$ cat src/rtl/vga_pkg.sv
// vga_pkg: shared video-timing constants for the pipeline.
//   HOR_PIXELS/VER_PIXELS define the visible area. The porch, sync and
//   total localparams describe 800x600@60 with a 40 MHz pixel clock.
//   vga_cnt_t is the raster counter type. An 11-bit counter covers totals
//   up to 2048.
package vga_pkg;

   localparam int HOR_PIXELS = 800;
   localparam int VER_PIXELS = 600;

   localparam int H_FP    = 40;
   localparam int H_SYNC  = 128;
   localparam int H_BP    = 88;
   localparam int H_TOTAL = HOR_PIXELS + H_FP + H_SYNC + H_BP;

   localparam int V_FP    = 1;
   localparam int V_SYNC  = 4;
   localparam int V_BP    = 23;
   localparam int V_TOTAL = VER_PIXELS + V_FP + V_SYNC + V_BP;

   localparam bit HS_POL = 1'b1;
   localparam bit VS_POL = 1'b1;

   typedef logic [10:0] vga_cnt_t;

endpackage

$ cat src/rtl/vga_axis_cnt.sv
// vga_axis_cnt: one raster axis. It holds a wrapping position counter plus
// registered blank and sync decode.
//   clk     in   pixel clock
//   rst     in   synchronous active-high reset; position returns to 0
//   en_i    in   advance the counter by one this clock
//   cnt_o   out  current position, 0 .. TOTAL-1
//   blnk_o  out  1 when cnt_o >= ACTIVE
//   sync_o  out  POL while ACTIVE+FP <= cnt_o < ACTIVE+FP+SYNC, else ~POL
//   wrap_o  out  combinational: the next enabled clock wraps the counter to 0
// The flags are decoded from the next-state count and registered with it.
// This keeps them exactly aligned with cnt_o.
module vga_axis_cnt
   import vga_pkg::*;
#(
   parameter int ACTIVE = HOR_PIXELS,
   parameter int FP     = H_FP,
   parameter int SYNC   = H_SYNC,
   parameter int BP     = H_BP,
   parameter bit POL    = 1'b1
) (
   input  logic        clk,
   input  logic        rst,
   input  logic        en_i,
   output logic [10:0] cnt_o,
   output logic        blnk_o,
   output logic        sync_o,
   output logic        wrap_o
);

   localparam int TOTAL = ACTIVE + FP + SYNC + BP;

   localparam vga_cnt_t LAST       = vga_cnt_t'(TOTAL - 1);
   localparam vga_cnt_t BLNK_START = vga_cnt_t'(ACTIVE);
   localparam vga_cnt_t SYNC_START = vga_cnt_t'(ACTIVE + FP);
   localparam vga_cnt_t SYNC_END   = vga_cnt_t'(ACTIVE + FP + SYNC);

   generate
      if (TOTAL > 2048 || ACTIVE < 1 || FP < 1 || SYNC < 1 || BP < 1) begin : g_bad_geometry
         $error("vga_axis_cnt: illegal geometry (total must be <= 2048, every segment >= 1)");
      end
   endgenerate

   vga_cnt_t cnt_q, cnt_d;
   logic     blnk_q, blnk_d;
   logic     sync_q, sync_d;

   always_comb begin
      cnt_d = cnt_q;
      if (rst) begin
         cnt_d = '0;
      end else if (en_i) begin
         cnt_d = (cnt_q == LAST) ? '0 : cnt_q + 11'd1;
      end
      blnk_d = (cnt_d >= BLNK_START);
      sync_d = ((cnt_d >= SYNC_START) && (cnt_d < SYNC_END)) ? POL : ~POL;
   end

   always_ff @(posedge clk) begin
      cnt_q  <= cnt_d;
      blnk_q <= blnk_d;
      sync_q <= sync_d;
   end

   assign cnt_o  = cnt_q;
   assign blnk_o = blnk_q;
   assign sync_o = sync_q;
   assign wrap_o = en_i && (cnt_q == LAST);

endmodule

$ cat src/rtl/vga_timing.sv
// vga_timing: free-running raster timing generator. This is the first stage
// of the video pipeline.
//   clk          in   pixel clock
//   rst          in   synchronous active-high reset to pixel (0,0)
//   hcount_o     out  horizontal position [10:0]
//   hsync_o      out  horizontal sync, active level HS_POL
//   hblnk_o      out  horizontal blanking
//   vcount_o     out  vertical position (line) [10:0]
//   vsync_o      out  vertical sync, active level VS_POL
//   vblnk_o      out  vertical blanking
//   rgb_o        out  always black; downstream stages paint the pixels
//   sof_o        out  high while the outputs present pixel (0,0)
//   frame_cnt_o  out  completed-frame counter, wraps modulo 2^16
// All outputs are registered and aligned to the same pixel.
module vga_timing #(
   parameter int H_ACTIVE = vga_pkg::HOR_PIXELS,
   parameter int H_FP     = vga_pkg::H_FP,
   parameter int H_SYNC   = vga_pkg::H_SYNC,
   parameter int H_BP     = vga_pkg::H_BP,
   parameter int V_ACTIVE = vga_pkg::VER_PIXELS,
   parameter int V_FP     = vga_pkg::V_FP,
   parameter int V_SYNC   = vga_pkg::V_SYNC,
   parameter int V_BP     = vga_pkg::V_BP,
   parameter bit HS_POL   = vga_pkg::HS_POL,
   parameter bit VS_POL   = vga_pkg::VS_POL
) (
   input  logic        clk,
   input  logic        rst,
   output logic [10:0] vcount_o,
   output logic        vsync_o,
   output logic        vblnk_o,
   output logic [10:0] hcount_o,
   output logic        hsync_o,
   output logic        hblnk_o,
   output logic [11:0] rgb_o,
   output logic        sof_o,
   output logic [15:0] frame_cnt_o
);

   import vga_pkg::*;

   logic        h_wrap;
   logic        v_wrap;
   logic        frame_end;
   logic        sof_q, sof_d;
   logic [15:0] frame_cnt_q, frame_cnt_d;

   vga_axis_cnt #(
      .ACTIVE (H_ACTIVE),
      .FP     (H_FP),
      .SYNC   (H_SYNC),
      .BP     (H_BP),
      .POL    (HS_POL)
   ) u_h_cnt (
      .clk    (clk),
      .rst    (rst),
      .en_i   (1'b1),
      .cnt_o  (hcount_o),
      .blnk_o (hblnk_o),
      .sync_o (hsync_o),
      .wrap_o (h_wrap)
   );

   // The vertical axis steps once per line, on the clock where hcount wraps.
   vga_axis_cnt #(
      .ACTIVE (V_ACTIVE),
      .FP     (V_FP),
      .SYNC   (V_SYNC),
      .BP     (V_BP),
      .POL    (VS_POL)
   ) u_v_cnt (
      .clk    (clk),
      .rst    (rst),
      .en_i   (h_wrap),
      .cnt_o  (vcount_o),
      .blnk_o (vblnk_o),
      .sync_o (vsync_o),
      .wrap_o (v_wrap)
   );

   // v_wrap can only be high when h_wrap is high, so it marks the last pixel.
   assign frame_end = v_wrap;

   always_comb begin
      sof_d       = rst | frame_end;
      frame_cnt_d = frame_cnt_q;
      if (rst) begin
         frame_cnt_d = '0;
      end else if (frame_end) begin
         frame_cnt_d = frame_cnt_q + 16'd1;
      end
   end

   always_ff @(posedge clk) begin
      sof_q       <= sof_d;
      frame_cnt_q <= frame_cnt_d;
   end

   assign sof_o       = sof_q;
   assign frame_cnt_o = frame_cnt_q;
   assign rgb_o       = 12'h000;

endmodule

$ cat config.mk
export PLATFORM = sky130hd
export DESIGN_NAME = vga_timing
export DESIGN_NICKNAME = d
export VERILOG_FILES = /design/src/rtl/vga_pkg.sv /design/src/rtl/vga_axis_cnt.sv /design/src/rtl/vga_timing.sv
export SDC_FILE = /design/constraint.sdc
export NUM_CORES = 1
export LEC_CHECK = 0
export ABC_CLOCK_PERIOD_IN_PS = 7050
export BUFFER_PORTS_ARGS = -buffer_cell sky130_fd_sc_hd__buf_4
export CORE_ASPECT_RATIO = 2
export CORE_MARGIN = 5
export CORE_UTILIZATION = 50
export CTS_CLUSTER_SIZE = 16
export DETAILED_ROUTE_END_ITERATION = 6
export PLACE_DENSITY = 0.84
export SETUP_SLACK_MARGIN = 0.3
export SLEW_MARGIN = 20
export SYNTH_ARGS = -nofsm -noshare
export SYNTH_HDL_FRONTEND = slang
export SYNTH_HIERARCHICAL = 1
export SYNTH_SLANG_ARGS = --single-unit
$ cat constraint.sdc
create_clock -name clk -period 7.05 [get_ports clk]
set_clock_uncertainty 0.05 [all_clocks]
set_input_delay 1.41 -clock clk [delete_from_list [all_inputs] [get_ports clk]]
set_output_delay 1.41 -clock clk [all_outputs]
set_load 0.02 [all_outputs]
==> flow_summary.toml <==
[run_status]
status = "finished, final reports clean"

[grt]
antenna_found_initial = 0
grt-ovfl-total = 0
track_usage_pct = 18.0
grt_max_degree = 29
grt_pass1_vias = 1984
grt_pass1_wl_um = 9050

[cells_and_area]
design_area_um2 = 2790
antenna_cells = 0
syn_to_final_growth_pct = 13.3
fin_nets = 318
drive_gt1_share_pct = 22.0

[pwr]
ir_drop_uv = 115
p_per_area_nw_per_um2 = 152
p_leak_nw = 1.16

[logic_synthesis]
synth-edff-count = 0
synth-xor-area-share_pct = 12.4
ys.warnings.count = 6
synth.distinct_cells = 58
synth-compound-area-share_pct = 9.76
yosys_register_bits = 43
synthMuxAreaShare_pct = 1.68
synth-simple-area-share_pct = 30.0
seq_area_frac_synth_pct = 35.0
async_flop_share_pct = 0
yosys-top-cells-area = "dfxtp_1 (35%), xor2_1 (8.2%), nor2_1 (6.6%), buf_4 (4.9%), xnor2_1 (4.3%)"
ys.flop_type = "dfxtp_1"
yosysTopAreaCellShare_pct = 35.0
synthCells = 278
synth_top_family_by_area = "simple AND/OR/NAND/NOR gates"
synth_fa_ha_area_share_pct = 1.52
synth_area_um2 = 2460
yosys.area.top_type = "dfxtp_1"
synth_commonest_cells = "dfxtp_1 (43), nor2_1 (43), xor2_1 (23), buf_4 (16)"
syn_area_per_cell_um2 = 8.86

[hold_path]
hp-class = "reg -> reg"

[sta]
fmax_mhz = 235
hold_slack_ps = 456
tightest_slew_ps = 975
rsz0062_at_grt = "false"
setup_viol_count_final = 0
finalCritPeriodShare_pct = 60.4
slew_headroom_pct = 34.4
finalSetupTns_ps = 0
hold_viol_final = 0
drv_slew = 0
period_needed_ps = 4260

[clocking]
path_clk_slew_ps = 80
cts_resized = 0
cts_max_level = 2
cts_root_buffer = "clkbuf_8"
clk_latency_ps = 290
cts_buffers = 5
cts.sinks = 43
postCtsSetupBuffers = 0
clock_tree.buffer_depth = 2
cts_tree = "built"
ctsHoldBuffers = 0

[detailed_routing]
routed_wl_um = 5690
num_vias = 2081
antenna_left = 0
drt_iter0_markers = 70
drc = 0
via_per_inst = 5.62
routedWlPerCell_um = 15.4
dr.pass1.iters = 4

[setup_path]
required_ps = 7180
worstPathArrival_ps = 4390
worstSetupPathType = "reg -> reg"
startpoint_type = "register"
cp_max_fo = 11
end_kind = "register"

[floorplan]
die_x_um = 59.6
rows = 36
ioPinCount = 57
core_um2 = 4820
die-area_um2 = 6510
start_util_pct = 51.1
die_y_um = 109

[placed_design]
dp.final_hpwl_um = 4250
dpl_cell_area_um2 = 2700
io_buffer_count = 44
place.gp.congestion = 0.887

[run]
drv_cap = 0
final timing paths:
kind         slack [ps]  depth (start not counted)        startpoint               to
max                2790                         10  u_h_cnt/cnt_o[0]  frame_cnt_o[13]
min                 460                          2   frame_cnt_o[14]  frame_cnt_o[14]
max reg2reg        2790                         10  u_h_cnt/cnt_o[0]  frame_cnt_o[13]
min reg2reg         460                          2   frame_cnt_o[14]  frame_cnt_o[14]
final cells by class:
cell class,instances,area (µm²)
Fill cell,448,2030
Timing Repair Buffer,44,330
Multi-Input combinational cell,217,1430
Clock buffer,6,82.6
Sequential cell,43,861
Tap cell,57,71.3
Clock inverter,1,5.00
Inverter,2,7.51
layout by cell type, fill, tap and decap left out, drive strengths merged, types with 2 or more instances in the layout:
cell     Yosys  routed
o21ai        8       8
nor4b        2       2
nor3b        4       4
xor2        23      23
nand2b       3       3
nand4       15      15
nand3       12      12
nor2b        2       2
and2         3       3
a21o         2       2
clkbuf       6       6
o22ai        2       2
and3         8       8
xnor2       12      12
a21oi        6       6
nor2        45      45
o2111ai      2       2
and4         5       5
or2          2       2
nor3         7       7
nor4         3       3
buf         26      44
conb         2      18
or3          2       2
mux2i        3       3
ha           3       3
nand2       10      10
dfxtp       43      43
inv          2       2
report_power, final:
| group | switching (mW) | internal, mW |
|---|---|---|
| sequential | 0.00161 | 0.244 |
| combinational | 0.0152 | 0.00531 |
| clock | 0.0801 | 0.0769 |
state kept, by name, summed over array words and instances (netlist names):
| signal | count |
|---|---|
| frame_cnt_o | 16 |
| u_h_cnt/cnt_o | 11 |
| u_v_cnt/cnt_o | 11 |
| sof_o | 1 |
| u_h_cnt/blnk_o | 1 |
| u_h_cnt/sync_o | 1 |
| u_v_cnt/blnk_o | 1 |
| u_v_cnt/sync_o | 1 |
critical path, cell delays in order, from the launching register on:
cell and delay, ps:
dfxtp_1 410, ha_1 250, and3_1 360, nand3_4 140, nor2_1 570, nand4_2 320, nor4_1 870, and4_1 580
and2_2 240, nand4_1 90, mux2_2 290
kinds of logic after synthesis:
| group | Yosys count |
|---|---|
| muxes | 4 |
| AOI/OAI and AO/OA | 31 |
| other | 2 |
| DFF | 43 |
| buffers and inverters | 34 |
| xor gates and xnor gates | 35 |
| adders and majority gates | 3 |
| and+or+nand+nor | 126 |
routing by layer:
| layer | share of wire [%] | track usage [%] | up-vias |
|---|---|---|---|
| li1 | - | - | 1009 |
| met1 | 35 | 16.9 | 978 |
| met2 | 57 | 35.7 | 78 |
| met3 | 5.2 | 2.73 | 16 |
| met4 | 2.8 | 8.40 | 0 |
| met5 | 0 | 0 | - |
metrics by stage:
stage	power [mW]	instances	setup slack, ps	utilization, %
6_report	0.423	370	2790	57.9
5_1_grt	0.439	370	2360	57.9
3_5_place_dp	0.272	363	2820	56.1
3_3_place_gp	0.271	363	3010	56.1
2_1_floorplan	0.272	294	3940	-
4_1_cts	0.430	370	2810	57.9
Note: power is estimated with default switching activity, not from simulation.
